$ cat config.mk
export PLATFORM = sky130hd
export DESIGN_NAME = fifoc_cmd_parse
export DESIGN_NICKNAME = d
export VERILOG_FILES = /design/src/rtl/fifoc_cmd_pkg.sv /design/src/rtl/fifoc_rd_if.sv /design/src/rtl/fifoc_cmd_parse.sv
export SDC_FILE = /design/constraint.sdc
export NUM_CORES = 1
export LEC_CHECK = 0
export CAP_MARGIN = 20
export CORE_UTILIZATION = 59
export CTS_BUF_LIST = sky130_fd_sc_hd__clkbuf_2
export DETAILED_ROUTE_END_ITERATION = 10
export PLACE_DENSITY_LB_ADDON = 0.12
export SYNTH_ARGS = -nofsm -noshare
export SYNTH_HDL_FRONTEND = slang
export SYNTH_SLANG_ARGS = --single-unit
$ cat constraint.sdc
create_clock -name clk -period 2.9 [get_ports clk]
set_input_delay 0.58 -clock clk [delete_from_list [all_inputs] [get_ports clk]]
set_output_delay 0.58 -clock clk [all_outputs]
set_load 0.005 [all_outputs]
$ cat src/rtl/fifoc_cmd_pkg.sv
// Shared constants, state and error encodings for the FIFO C command-frame parser.
// Frame layout: HEAD0, HEAD1, nine payload bytes, then the XOR of those payload bytes.
package fifoc_cmd_pkg;

  localparam logic [7:0] HEAD0     = 8'h55;
  localparam logic [7:0] HEAD1     = 8'hAA;
  localparam int         FRAME_LEN = 12;
  localparam int         NUM_CMD   = 9;

  localparam int IDX_HEAD0 = 0;
  localparam int IDX_HEAD1 = 1;
  localparam int IDX_KDEV  = 2;
  localparam int IDX_SMPR  = 3;
  localparam int IDX_FILT  = 4;
  localparam int IDX_MIX0  = 5;
  localparam int IDX_MIX1  = 6;
  localparam int IDX_REG4  = 7;
  localparam int IDX_REG5  = 8;
  localparam int IDX_REG6  = 9;
  localparam int IDX_REG7  = 10;
  localparam int IDX_CHK   = 11;

  typedef enum logic [1:0] {
    ST_IDLE  = 2'd0,
    ST_READ  = 2'd1,
    ST_CHECK = 2'd2,
    ST_DONE  = 2'd3
  } state_e;

  typedef enum logic [1:0] {
    ERR_NONE    = 2'd0,
    ERR_HEADER  = 2'd1,
    ERR_CHKSUM  = 2'd2,
    ERR_TIMEOUT = 2'd3
  } err_code_e;

  typedef logic [FRAME_LEN-1:0][7:0] frame_t;

  function automatic logic [7:0] payload_xor(input frame_t f);
    logic [7:0] x;
    x = '0;
    for (int i = IDX_KDEV; i <= IDX_REG7; i++) x ^= f[i];
    return x;
  endfunction

endpackage

$ cat src/rtl/fifoc_rd_if.sv
// FIFO C read side: issues up to FRAME_LEN reads, tracks the one-cycle read latency
// and counts stalled (empty) cycles so the parser can abandon a starved frame.
module fifoc_rd_if
  import fifoc_cmd_pkg::*;
#(
  parameter int TIMEOUT = 1000
) (
  input  logic       clk,
  input  logic       rst_n,
  input  logic       active,
  input  logic       fifoc_empty,
  input  logic [7:0] fifoc_dout,
  output logic       fifoc_rd_en,
  output logic       byte_vld,
  output logic [7:0] byte_dat,
  output logic [3:0] byte_idx,
  output logic       timeout
);

  localparam int TW = (TIMEOUT < 2) ? 1 : $clog2(TIMEOUT);

  logic [3:0]    issued;
  logic [3:0]    captured;
  logic          rd_vld;
  logic [TW-1:0] stall_cnt;
  logic          more;
  logic          stall;

  assign more        = (issued < 4'(FRAME_LEN));
  assign fifoc_rd_en = active && !fifoc_empty && more;
  assign stall       = active && fifoc_empty && more;
  assign timeout     = stall && (stall_cnt == TW'(TIMEOUT - 1));

  // dout is valid the cycle after the read strobe; captured is that byte's frame index
  assign byte_vld = rd_vld;
  assign byte_dat = fifoc_dout;
  assign byte_idx = captured;

  always_ff @(posedge clk or negedge rst_n) begin
    if (!rst_n) begin
      issued    <= '0;
      captured  <= '0;
      rd_vld    <= 1'b0;
      stall_cnt <= '0;
    end else if (!active) begin
      issued    <= '0;
      captured  <= '0;
      rd_vld    <= 1'b0;
      stall_cnt <= '0;
    end else begin
      rd_vld <= fifoc_rd_en;
      if (fifoc_rd_en) issued <= issued + 4'd1;
      if (rd_vld) captured <= captured + 4'd1;
      if (fifoc_rd_en) stall_cnt <= '0;
      else if (stall)  stall_cnt <= stall_cnt + 1'b1;
    end
  end

endmodule

$ cat src/rtl/fifoc_cmd_parse.sv
// Parses one host command frame from FIFO C into the cmd_* registers; payload is
// committed atomically, and only when both header bytes and the XOR check are good.
module fifoc_cmd_parse
  import fifoc_cmd_pkg::*;
#(
  parameter int TIMEOUT = 1000
) (
  input  logic       clk,
  input  logic       rst_n,
  input  logic       fs_fifoc2cs,
  output logic       fd_fifoc2cs,
  output logic       fifoc_rd_en,
  input  logic [7:0] fifoc_dout,
  input  logic       fifoc_empty,
  output logic       err,
  output logic [1:0] err_code,
  output logic [7:0] cmd_kdev,
  output logic [7:0] cmd_smpr,
  output logic [7:0] cmd_filt,
  output logic [7:0] cmd_mix0,
  output logic [7:0] cmd_mix1,
  output logic [7:0] cmd_reg4,
  output logic [7:0] cmd_reg5,
  output logic [7:0] cmd_reg6,
  output logic [7:0] cmd_reg7,
  output state_e     dbg_state
);

  // Handshake: fs is a level held by cs_cmd until it sees fd; fd is held in DONE until
  // fs drops. Dropping fs before DONE abandons the frame with no commit and no fd.

  state_e                      state_q, state_d;
  frame_t                      shadow_q;
  logic [NUM_CMD-1:0][7:0]     cmd_q;
  logic                        err_q;
  err_code_e                   code_q;
  logic                        rd_active;
  logic                        byte_vld;
  logic [7:0]                  byte_dat;
  logic [3:0]                  byte_idx;
  logic                        timeout;
  logic                        hdr_ok;
  logic                        chk_ok;
  logic                        last_byte;

  fifoc_rd_if #(.TIMEOUT(TIMEOUT)) u_rd_if (
    .clk         (clk),
    .rst_n       (rst_n),
    .active      (rd_active),
    .fifoc_empty (fifoc_empty),
    .fifoc_dout  (fifoc_dout),
    .fifoc_rd_en (fifoc_rd_en),
    .byte_vld    (byte_vld),
    .byte_dat    (byte_dat),
    .byte_idx    (byte_idx),
    .timeout     (timeout)
  );

  assign hdr_ok    = (shadow_q[IDX_HEAD0] == HEAD0) && (shadow_q[IDX_HEAD1] == HEAD1);
  assign chk_ok    = (payload_xor(shadow_q) == shadow_q[IDX_CHK]);
  assign last_byte = byte_vld && (byte_idx == 4'(FRAME_LEN - 1));

  always_ff @(posedge clk or negedge rst_n) begin
    if (!rst_n) state_q <= ST_IDLE;
    else        state_q <= state_d;
  end

  always_comb begin
    state_d = state_q;
    case (state_q)
      ST_IDLE:  if (fs_fifoc2cs) state_d = ST_READ;
      ST_READ: begin
        if (!fs_fifoc2cs)   state_d = ST_IDLE;
        else if (timeout)   state_d = ST_DONE;
        else if (last_byte) state_d = ST_CHECK;
      end
      ST_CHECK: state_d = fs_fifoc2cs ? ST_DONE : ST_IDLE;
      ST_DONE:  if (!fs_fifoc2cs) state_d = ST_IDLE;
      default:  state_d = ST_IDLE;
    endcase
  end

  always_comb begin
    fd_fifoc2cs = (state_q == ST_DONE);
    rd_active   = (state_q == ST_READ);
    dbg_state   = state_q;
  end

  // Shadow capture, error flags and the atomic commit
  always_ff @(posedge clk or negedge rst_n) begin
    if (!rst_n) begin
      shadow_q <= '0;
      cmd_q    <= '0;
      err_q    <= 1'b0;
      code_q   <= ERR_NONE;
    end else begin
      if (state_q == ST_READ && byte_vld) begin
        for (int i = 0; i < FRAME_LEN; i++)
          if (byte_idx == 4'(i)) shadow_q[i] <= byte_dat;
      end
      if (state_q == ST_IDLE && fs_fifoc2cs) begin
        err_q  <= 1'b0;
        code_q <= ERR_NONE;
      end
      if (state_q == ST_READ && fs_fifoc2cs && timeout) begin
        err_q  <= 1'b1;
        code_q <= ERR_TIMEOUT;
      end
      if (state_q == ST_CHECK && fs_fifoc2cs) begin
        if (!hdr_ok) begin
          err_q  <= 1'b1;
          code_q <= ERR_HEADER;
        end else if (!chk_ok) begin
          err_q  <= 1'b1;
          code_q <= ERR_CHKSUM;
        end else begin
          for (int i = 0; i < NUM_CMD; i++) cmd_q[i] <= shadow_q[IDX_KDEV + i];
        end
      end
    end
  end

  assign err      = err_q;
  assign err_code = code_q;
  assign cmd_kdev = cmd_q[IDX_KDEV - IDX_KDEV];
  assign cmd_smpr = cmd_q[IDX_SMPR - IDX_KDEV];
  assign cmd_filt = cmd_q[IDX_FILT - IDX_KDEV];
  assign cmd_mix0 = cmd_q[IDX_MIX0 - IDX_KDEV];
  assign cmd_mix1 = cmd_q[IDX_MIX1 - IDX_KDEV];
  assign cmd_reg4 = cmd_q[IDX_REG4 - IDX_KDEV];
  assign cmd_reg5 = cmd_q[IDX_REG5 - IDX_KDEV];
  assign cmd_reg6 = cmd_q[IDX_REG6 - IDX_KDEV];
  assign cmd_reg7 = cmd_q[IDX_REG7 - IDX_KDEV];

endmodule

==> results of run 1 <==
## cell usage in the layout, fill, tap and decap left out, types with 3 or more instances in the layout
cell                              netlist  layout
sky130_fd_sc_hd__buf_12                 0       3
sky130_fd_sc_hd__a21oi_1                6       6
sky130_fd_sc_hd__buf_4                  0       4
sky130_fd_sc_hd__clkbuf_2               0      17
sky130_fd_sc_hd__nor4bb_1               5       5
sky130_fd_sc_hd__mux2_2                98      98
sky130_fd_sc_hd__inv_1                  5       5
sky130_fd_sc_hd__xnor2_1               51      51
sky130_fd_sc_hd__mux2_4                70      70
sky130_fd_sc_hd__nand3_1                4       4
sky130_fd_sc_hd__clkdlybuf4s50_1        0      89
sky130_fd_sc_hd__dfrtp_1              192     192
sky130_fd_sc_hd__clkinv_2               0       4
sky130_fd_sc_hd__nor2_1                12      12
sky130_fd_sc_hd__clkinvlp_4             0       4
sky130_fd_sc_hd__nand2_1               27      27
sky130_fd_sc_hd__xnor3_1                8       8
sky130_fd_sc_hd__and3_1                 8       8
sky130_fd_sc_hd__and2_1                 3       3
sky130_fd_sc_hd__clkinv_1               0       4
sky130_fd_sc_hd__xor2_1                10      10
sky130_fd_sc_hd__ha_1                   6       6
sky130_fd_sc_hd__o21ai_0               16      16
sky130_fd_sc_hd__nand4_1                5       5
## power by group through the flow
stage / combinational, mW / clock (mW) / sequential, mW
2_1_floorplan: 0.405 / 0 / 2.94
3_3_place_gp: 0.547 / 0 / 2.96
3_5_place_dp: 0.563 / 0 / 2.97
4_1_cts: 0.568 / 1.27 / 2.92
5_1_grt: 0.615 / 1.37 / 2.94
6_report: 0.559 / 1.22 / 2.92
## per-layer routing
metal,global-route usage (%),vias to the layer above,routed length [um]
met3,4.461,19,433
met1,32.13,2436,7593
met2,36.73,88,7845
li1,-,2198,-
met4,8.460,0,253
met5,0,-,0
## synthesized netlist by cell type, drive strengths merged
cell type / number
xnor3: 8
o31a: 1
nor4bb: 5
o31ai: 2
a22o: 1
mux2i: 2
nand4: 5
inv: 5
nand4bb: 1
and3: 8
xor2: 10
clkbuf: 14
ha: 6
a21boi: 1
nand3b: 1
nand2: 27
xnor2: 51
dfrtp: 192
nand2b: 2
mux2: 168
nor2: 12
a41oi: 1
nor3: 2
nor4: 3
nand3: 5
a31oi: 2
and4: 1
a21oi: 6
and2: 4
nor2b: 3
a21o: 2
buf: 7
o21ai: 16
## worst paths after layout
check	startpoint	to	slack [ps]
setup / recovery	dbg_state[0]$_DFFE_PN0P_	fifoc_rd_en	190
hold / removal	rst_n	cmd_reg6[1]$_DFFE_PN0P_	350
setup reg to reg	shadow_q[50]$_DFFE_PN0P_	cmd_mix0[1]$_DFFE_PN0P_	270
hold reg to reg	shadow_q[9]$_DFFE_PN0P_	shadow_q[9]$_DFFE_PN0P_	530
max in group asynchronous	rst_n	shadow_q[21]$_DFFE_PN0P_	1760
min in group clk	fs_fifoc2cs	dbg_state[0]$_DFFE_PN0P_	510
## sequential cells by signal, indices dropped and copies added (netlist names), 2 cells and up
signal	count
u_rd_if.stall_cnt	10
cmd_reg7	8
dbg_state	2
cmd_reg6	8
cmd_smpr	8
cmd_reg4	8
u_rd_if.issued	4
shadow_q	96
cmd_mix1	8
err_code	2
cmd_kdev	8
cmd_filt	8
cmd_mix0	8
cmd_reg5	8
u_rd_if.byte_idx	4
## stage by stage
| step | instance area, sq um | hold slack [ps] | worst slack, ps | util [%] | power (mW) |
|---|---|---|---|---|---|
| 2_1_floorplan | 8554 | 284.4 | 531.6 | - | 3.340 |
| 3_3_place_gp | 9641 | 482.6 | 379.6 | 68.92 | 3.509 |
| 3_5_place_dp | 9641 | 488.0 | 297.4 | 68.92 | 3.533 |
| 4_1_cts | 9863 | 308.9 | 41.86 | 70.51 | 4.765 |
| 5_1_grt | 9871 | 307.8 | 3.889 | 70.56 | 4.922 |
| 6_report | 9871 | 346.1 | 189.0 | 70.56 | 4.705 |
## final cells by class
class	instances	area [sq um]
antenna	1	2.502
clock buffer	17	85.08
timing repair buffer	98	1002
fill	972	4118
tap	180	225.2
clock inverter	14	125.1
sequential	192	4805
inverter	5	18.77
multi-input combinational	356	3607
## logic make-up (layout without fill, tap and decap cells)
| family | count (synthesis) | count (layout) | share of synthesized area [%] |
|---|---|---|---|
| compound gates | 32 | 32 | 2.179 |
| xor+xnor | 69 | 69 | 8.352 |
| fa+ha+maj | 6 | 6 | 0.8776 |
| buf+inv | 26 | 134 | 1.755 |
| flops | 192 | 192 | 56.17 |
| mux | 170 | 170 | 25.42 |
| other cells | 0 | 1 | 0 |
| simple gates | 79 | 79 | 5.251 |
## worst reg2reg max path, stage by stage (launching register included)
cell	delay, ps
sky130_fd_sc_hd__dfrtp_1	470
sky130_fd_sc_hd__xnor2_1	180
sky130_fd_sc_hd__xnor3_1	440
sky130_fd_sc_hd__xnor2_1	190
sky130_fd_sc_hd__nor4_4	450
sky130_fd_sc_hd__nand3_4	140
sky130_fd_sc_hd__buf_12	260
sky130_fd_sc_hd__mux2_4	420
## timing repair
action                                  4_1_cts  5_1_grt
gates resized for setup                       1        1
endpoints found under the setup margin        1        1
buffers inserted                              0        0
endpoints found under the hold margin        65        0
hold buffers                                  1        0
==> impl_results.rst, run 1 <==
.. list-table::
   :header-rows: 1

   * - Metric
     - Value
   * - WP data required
     - 2320 ps
   * - Maximum vdd ir drop
     - 0.2355 mV
   * - CTS Buf Count
     - 17
   * - Total die area
     - 14980 sq um
   * - Data arrival at the endpoint of the critical path
     - 2130 ps
   * - Master cell of the clock root buffer
     - sky130_fd_sc_hd__clkbuf_2
   * - Syn avg cell area
     - between 10 and 15 sq um
   * - Post-synthesis instance total
     - 574
   * - Final Hold Violating Endpoints
     - 0
   * - Routability congestion estimate
     - 0.7733
   * - Number of vias in the routed layout
     - approximately 4700
   * - Cell accounting for the most synthesized area
     - sky130_fd_sc_hd__dfrtp_1
   * - Critical path startpoint category
     - flop
   * - Initial standard-cell utilization of the core
     - 61.15%
   * - Non-filler instance count after layout
     - between 800 and 900
   * - Part of the Yosys area used for sequential elements
     - 56.16%
   * - Synth unique cells
     - 38
   * - Post-route ant nets
     - 0
   * - Synthesis Warnings
     - 0
   * - Global-route wire length before repair
     - 26100 um
   * - Cell count along the critical path
     - 3
   * - Fraction of layout instances using a drive strength above 1
     - 30.35%
   * - I/O pin cnt
     - between 90 and 100
   * - DR DRC count
     - 0
   * - Post-route clock period utilization
     - 93.48%
   * - Vias in the first global route
     - ~4900
   * - Clk network pwr share
     - 26.0%
   * - H-tree levels
     - 4
   * - Share of the synthesized area in the top cell type
     - 56.16%
   * - Via density per instance
     - approximately 5.5
   * - Area overhead of the layout relative to synthesis
     - 15.39%
   * - Time the worst path needs with I/O delays and setup
     - ~2700 ps
   * - Switching part of the total
     - 25.87%
   * - Path category of the worst min-delay check
     - in -> async
   * - Post-Route WL
     - 16130 um
   * - Number of failing setup endpoints in the final timing report
     - 0
   * - Die boundary height
     - 122.4 um
   * - Final TNS setup
     - 0 ps
   * - Max Cap Violations
     - 0
   * - Clock tree from TritonCTS
     - done
   * - Maximum fanout along the worst path
     - 7
   * - Mapped cell area
     - around 8600 sq um
   * - Critical path class
     - reg -> out
   * - RSZ-0062 raised after global routing
     - no
   * - Total half-perimeter wirelength after legalization and detailed placement
     - about 11000 um
   * - Input/output buffers
     - 90
   * - R2r worst-path depth
     - 7
   * - # nets final
     - between 600 and 700
   * - Switching Power
     - 1.217 mW
   * - Total clock sinks
     - 192
   * - Slowest stage cell, crit path
     - sky130_fd_sc_hd__dfrtp_1
   * - Result of the run
     - complete, no violations
   * - Global route total overflow
     - 0
   * - Flop pwr share
     - about 62%
   * - Insertion delay to the later sink of the worst-skew pair
     - 740 ps
   * - Total global-route track usage
     - between 20 and 25%
   * - Number of antenna violations at the first check in global routing
     - 1
   * - Starting DRT DRC Count
     - 230
   * - Pin count of the biggest net entering global routing
     - 68
   * - Die span in x
     - 122.4 um
   * - Leakage power summed over all cells
     - 4.621 nW
   * - Floorplan row count
     - 43
   * - Post-synthesis net count
     - 592
   * - Sort of element at the end of the critical path
     - output pin
   * - Reg clk slew, reported paths
     - between 200 and 300 ps
   * - Clock buffer depth
     - 2
   * - Power per cell area
     - around 480 nW/um^2
   * - Worst path top cell family by delay
     - flip-flops
   * - Placed Cells
     - 830
   * - Wire per inst
     - around 19 um
   * - Cell Chain, Critical Path
     - nor2b_4, and2_1, clkdlybuf4s50_1
   * - Cell internal pwr
     - 3.488 mW
   * - Peak Freq
     - between 0.3 and 0.4 GHz
   * - Worst-case clock skew
     - 34.48 ps
   * - Count of TritonRoute iterations in the first routing pass
     - 4
   * - Core Region
     - 13990 sq um
   * - Combined buffer and inverter count along the critical path
     - 1
   * - Slew @ Worst Pin
     - roughly 620 ps
   * - Relative max-transition margin
     - between 50% and 60%
   * - Synthesis-stage register bit count
     - ~190
   * - Final max-slew violation count
     - 0
   * - Logic gate share of total power
     - 11.9%
   * - Leading post-synthesis cells by cell area
     - sky130_fd_sc_hd__dfrtp_1 56%, sky130_fd_sc_hd__mux2_2 13%, sky130_fd_sc_hd__mux2_4 12%, sky130_fd_sc_hd__xnor2_1 5.2%, sky130_fd_sc_hd__xnor3_1 2.1%
   * - Critical Path Max Stage Delay
     - roughly 500 ps
(Power assumes the default switching activity.)
==> run 2: changes to the inputs <==
--- a/config.mk
+++ b/config.mk
@@ -5,9 +5,9 @@
 export SDC_FILE = /design/constraint.sdc
 export NUM_CORES = 1
 export LEC_CHECK = 0
-export CAP_MARGIN = 20
 export CORE_UTILIZATION = 59
 export CTS_BUF_LIST = sky130_fd_sc_hd__clkbuf_2
+export CTS_CLUSTER_DIAMETER = 50
 export DETAILED_ROUTE_END_ITERATION = 10
 export PLACE_DENSITY_LB_ADDON = 0.12
 export SYNTH_ARGS = -nofsm -noshare
==> results of run 2 <==
Final layout, timing and power as in run 1 (identical DEF).
==> run 3: changes to the inputs <==
==> constraint.sdc (replaced) <==
create_clock -name clk -period 3.2 [get_ports clk]
set_input_delay 0.64 -clock clk [delete_from_list [all_inputs] [get_ports clk]]
set_output_delay 0.64 -clock clk [all_outputs]
set_load 0.005 [all_outputs]
==> impl_results.rst, run 3 (same netlist as run 1, synthesis figures left out) <==
.. list-table::
   :header-rows: 1

   * - Metric
     - Value
   * - Result of the run
     - complete, no violations
   * - Switching part of the total
     - 23.94% (-1.9 points)
   * - Number of failing setup endpoints in the final timing report
     - 0 (unchanged)
   * - Power per cell area
     - 460.6 nW/um^2 (-3.4%)
   * - Starting DRT DRC Count
     - 193 (-16%)
   * - Vias in the first global route
     - 4983 (+0.81%)
   * - Critical path class
     - reg -> out
   * - Clock buffer depth
     - 2 (unchanged)
   * - Total global-route track usage
     - 23.48% (+0.24 points)
   * - R2r worst-path depth
     - 7 (unchanged)
   * - Post-route clock period utilization
     - 94.03%
   * - # nets final
     - 685 (-0.44%)
   * - Register bank with the most flops
     - shadow_q
   * - Area overhead of the layout relative to synthesis
     - 16.06%
   * - Post-Route WL
     - 16260 um (+0.84%)
   * - CP Launch Point
     - dbg_state[0]$_DFFE_PN0P_
   * - Clk network pwr share
     - 31.1% (+5.1 points)
   * - Most frequent standard cell in the layout excluding fill and tap cells
     - sky130_fd_sc_hd__dfrtp_1
   * - Peak Freq
     - 0.3324 GHz
   * - Core Region
     - 13990 sq um (unchanged)
   * - # resized after CTS
     - 0 (-1)
   * - CTS Buf Count
     - 17 (unchanged)
   * - FF+latch area
     - 4805 sq um (unchanged)
   * - Number of antenna violations at the first check in global routing
     - 1 (unchanged)
   * - Time the worst path needs with I/O delays and setup
     - 3009 ps
   * - Filler Cells Inserted
     - 994 (+2.3%)
   * - Footprint of the multi-input gates
     - 3600 sq um (-0.21%)
   * - Die span in x
     - 122.4 um (unchanged)
   * - Pin count of the biggest net entering global routing
     - 76 (+12%)
   * - Most used cells in the layout excluding fill and tap cells
     - 192 x sky130_fd_sc_hd__dfrtp_1, 98 x sky130_fd_sc_hd__mux2_2, 89 x sky130_fd_sc_hd__clkdlybuf4s50_1
   * - Master cell of the clock root buffer
     - sky130_fd_sc_hd__clkbuf_2
   * - H-tree levels
     - 4 (unchanged)
   * - Max reg flops
     - 96 (unchanged)
   * - Number of buffers inserted to repair setup after CTS
     - 0 (unchanged)
   * - Cell internal pwr
     - 3.478 mW (-0.28%)
   * - Final Hold Violating Endpoints
     - 0 (unchanged)
   * - WP data required
     - 2560 ps (+240 ps)
   * - Path category of the worst min-delay check
     - in -> async
   * - Data arrival at the endpoint of the critical path
     - 2370 ps (+240 ps)
   * - Slew @ Worst Pin
     - 698.4 ps (+74.49 ps)
   * - DR DRC count
     - 0 (unchanged)
   * - RSZ-0062 raised after global routing
     - no
   * - Global-route wire length before repair
     - 26120 um (about the same)
   * - Leakage power summed over all cells
     - 4.651 nW (+0.66%)
   * - Total clock sinks
     - 192 (unchanged)
   * - Insertion delay to the later sink of the worst-skew pair
     - 740 ps (about the same)
   * - Global route total overflow
     - 0 (unchanged)
   * - Floorplan row count
     - 43 (unchanged)
   * - Post-route ant nets
     - 0 (unchanged)
   * - Input/output buffers
     - 90 (unchanged)
   * - Initial standard-cell utilization of the core
     - 61.15% (unchanged)
   * - Final TNS setup
     - 0 ps (unchanged)
   * - Logic gate share of total power
     - 11.0% (-0.9 points)
   * - Sort of element at the end of the critical path
     - output pin
   * - Worst-case clock skew
     - 23.66 ps (-10.83 ps)
   * - Largest regs
     - shadow_q x96, u_rd_if.stall_cnt x10
   * - Critical path startpoint category
     - flop
   * - Relative max-transition margin
     - 53.44% (-5.0 points)
   * - Reg clk slew, reported paths
     - 240 ps (about the same)
   * - Via density per instance
     - 5.573 (+1.4%)
   * - Non-filler instance count after layout
     - 861 (-0.23%)
   * - Total half-perimeter wirelength after legalization and detailed placement
     - 11120 um (+1.0%)
   * - Flop pwr share
     - 57.9% (-4.2 points)
   * - Fraction of layout instances using a drive strength above 1
     - 30.04% (-0.31 points)
   * - Count of TritonRoute iterations in the first routing pass
     - 5 (+1)
   * - Number of vias in the routed layout
     - 4798 (+1.2%)
   * - Routability congestion estimate
     - 0.7797 (+0.83%)
   * - Die boundary height
     - 122.4 um (unchanged)
   * - Switching Power
     - 1.095 mW (-10%)
   * - Maximum fanout along the worst path
     - 7 (unchanged)
   * - Wire per inst
     - 18.89 um (+1.1%)
   * - Total chip power
     - 4.573 mW (-2.8%)
   * - Clock tree from TritonCTS
     - done
   * - I/O pin cnt
     - 91 (unchanged)
   * - Maximum vdd ir drop
     - 0.2514 mV (+6.8%)
   * - Placed Cells
     - 827 (-0.36%)
   * - Max Cap Violations
     - 0 (unchanged)
   * - Total die area
     - 14980 sq um (unchanged)
   * - Final max-slew violation count
     - 0 (unchanged)
   * - Worst r2r src
     - shadow_q[83]$_DFFE_PN0P_
run 3: path summary, 6_finish.rpt:
path	endpoint	slack, ps
setup / recovery	fifoc_rd_en	190
hold / removal	cmd_reg5[1]$_DFFE_PN0P_	450
setup reg to reg	cmd_smpr[1]$_DFFE_PN0P_	330
hold reg to reg	shadow_q[11]$_DFFE_PN0P_	530
max in group asynchronous	cmd_filt[4]$_DFFE_PN0P_	1880
min in group clk	shadow_q[11]$_DFFE_PN0P_	530
run 3: metal layers:
layer	wire length [um]	track usage (%)	vias up	share of wire, %
met2	7963	38.31	101	49
met1	7421	31.47	2476	46
li1	-	-	2197	-
met3	576	4.461	24	3.5
met5	0	0	-	0
met4	298	8.460	0	1.8
run 3: stage by stage:
| step | instance area, sq um | worst slack, ps | hold slack, ps | utilization, % |
|---|---|---|---|---|
| final | 9928 | 191.1 | 450.3 | 70.98 |
| after global routing | 9928 | 8.796 | 419.9 | 70.98 |
| after CTS | 9923 | 118.7 | 404.3 | 70.94 |
| after detailed placement | 9605 | 437.5 | 486.2 | 68.67 |
| after global placement | 9605 | 486.2 | 482.3 | 68.67 |
| after floorplan | 8554 | 831.6 | 344.4 | - |
run 3: power by group through the flow:
stage | clock network, mW | registers, mW | logic [mW]
finish | 1.42 | 2.65 | 0.503
floorplan | 0 | 2.66 | 0.367
detailed placement | 0 | 2.69 | 0.507
global placement | 0 | 2.68 | 0.488
CTS | 1.46 | 2.65 | 0.511
global route | 1.56 | 2.67 | 0.549
run 3: cell type report:
class | instances | area share (%)
tap | 180 | 2.268
clock inverter | 13 | 2.193
antenna | 2 | 0.05041
multi-input combinational | 356 | 36.26
sequential | 192 | 48.39
clock buffer | 18 | 0.9074
inverter | 5 | 0.1890
timing repair buffer | 95 | 9.742
run 3: timing repair:
action	4_1_cts	5_1_grt
endpoints found under the setup margin	0	0
hold buffers	1	0
hold endpoints to repair	72	0
run 3: critical path: stages, from the launching register on:
cell and delay, ps:
sky130_fd_sc_hd__dfrtp_1 510, sky130_fd_sc_hd__nor2b_1 430, sky130_fd_sc_hd__and2_1 210, sky130_fd_sc_hd__clkdlybuf4s50_1 500
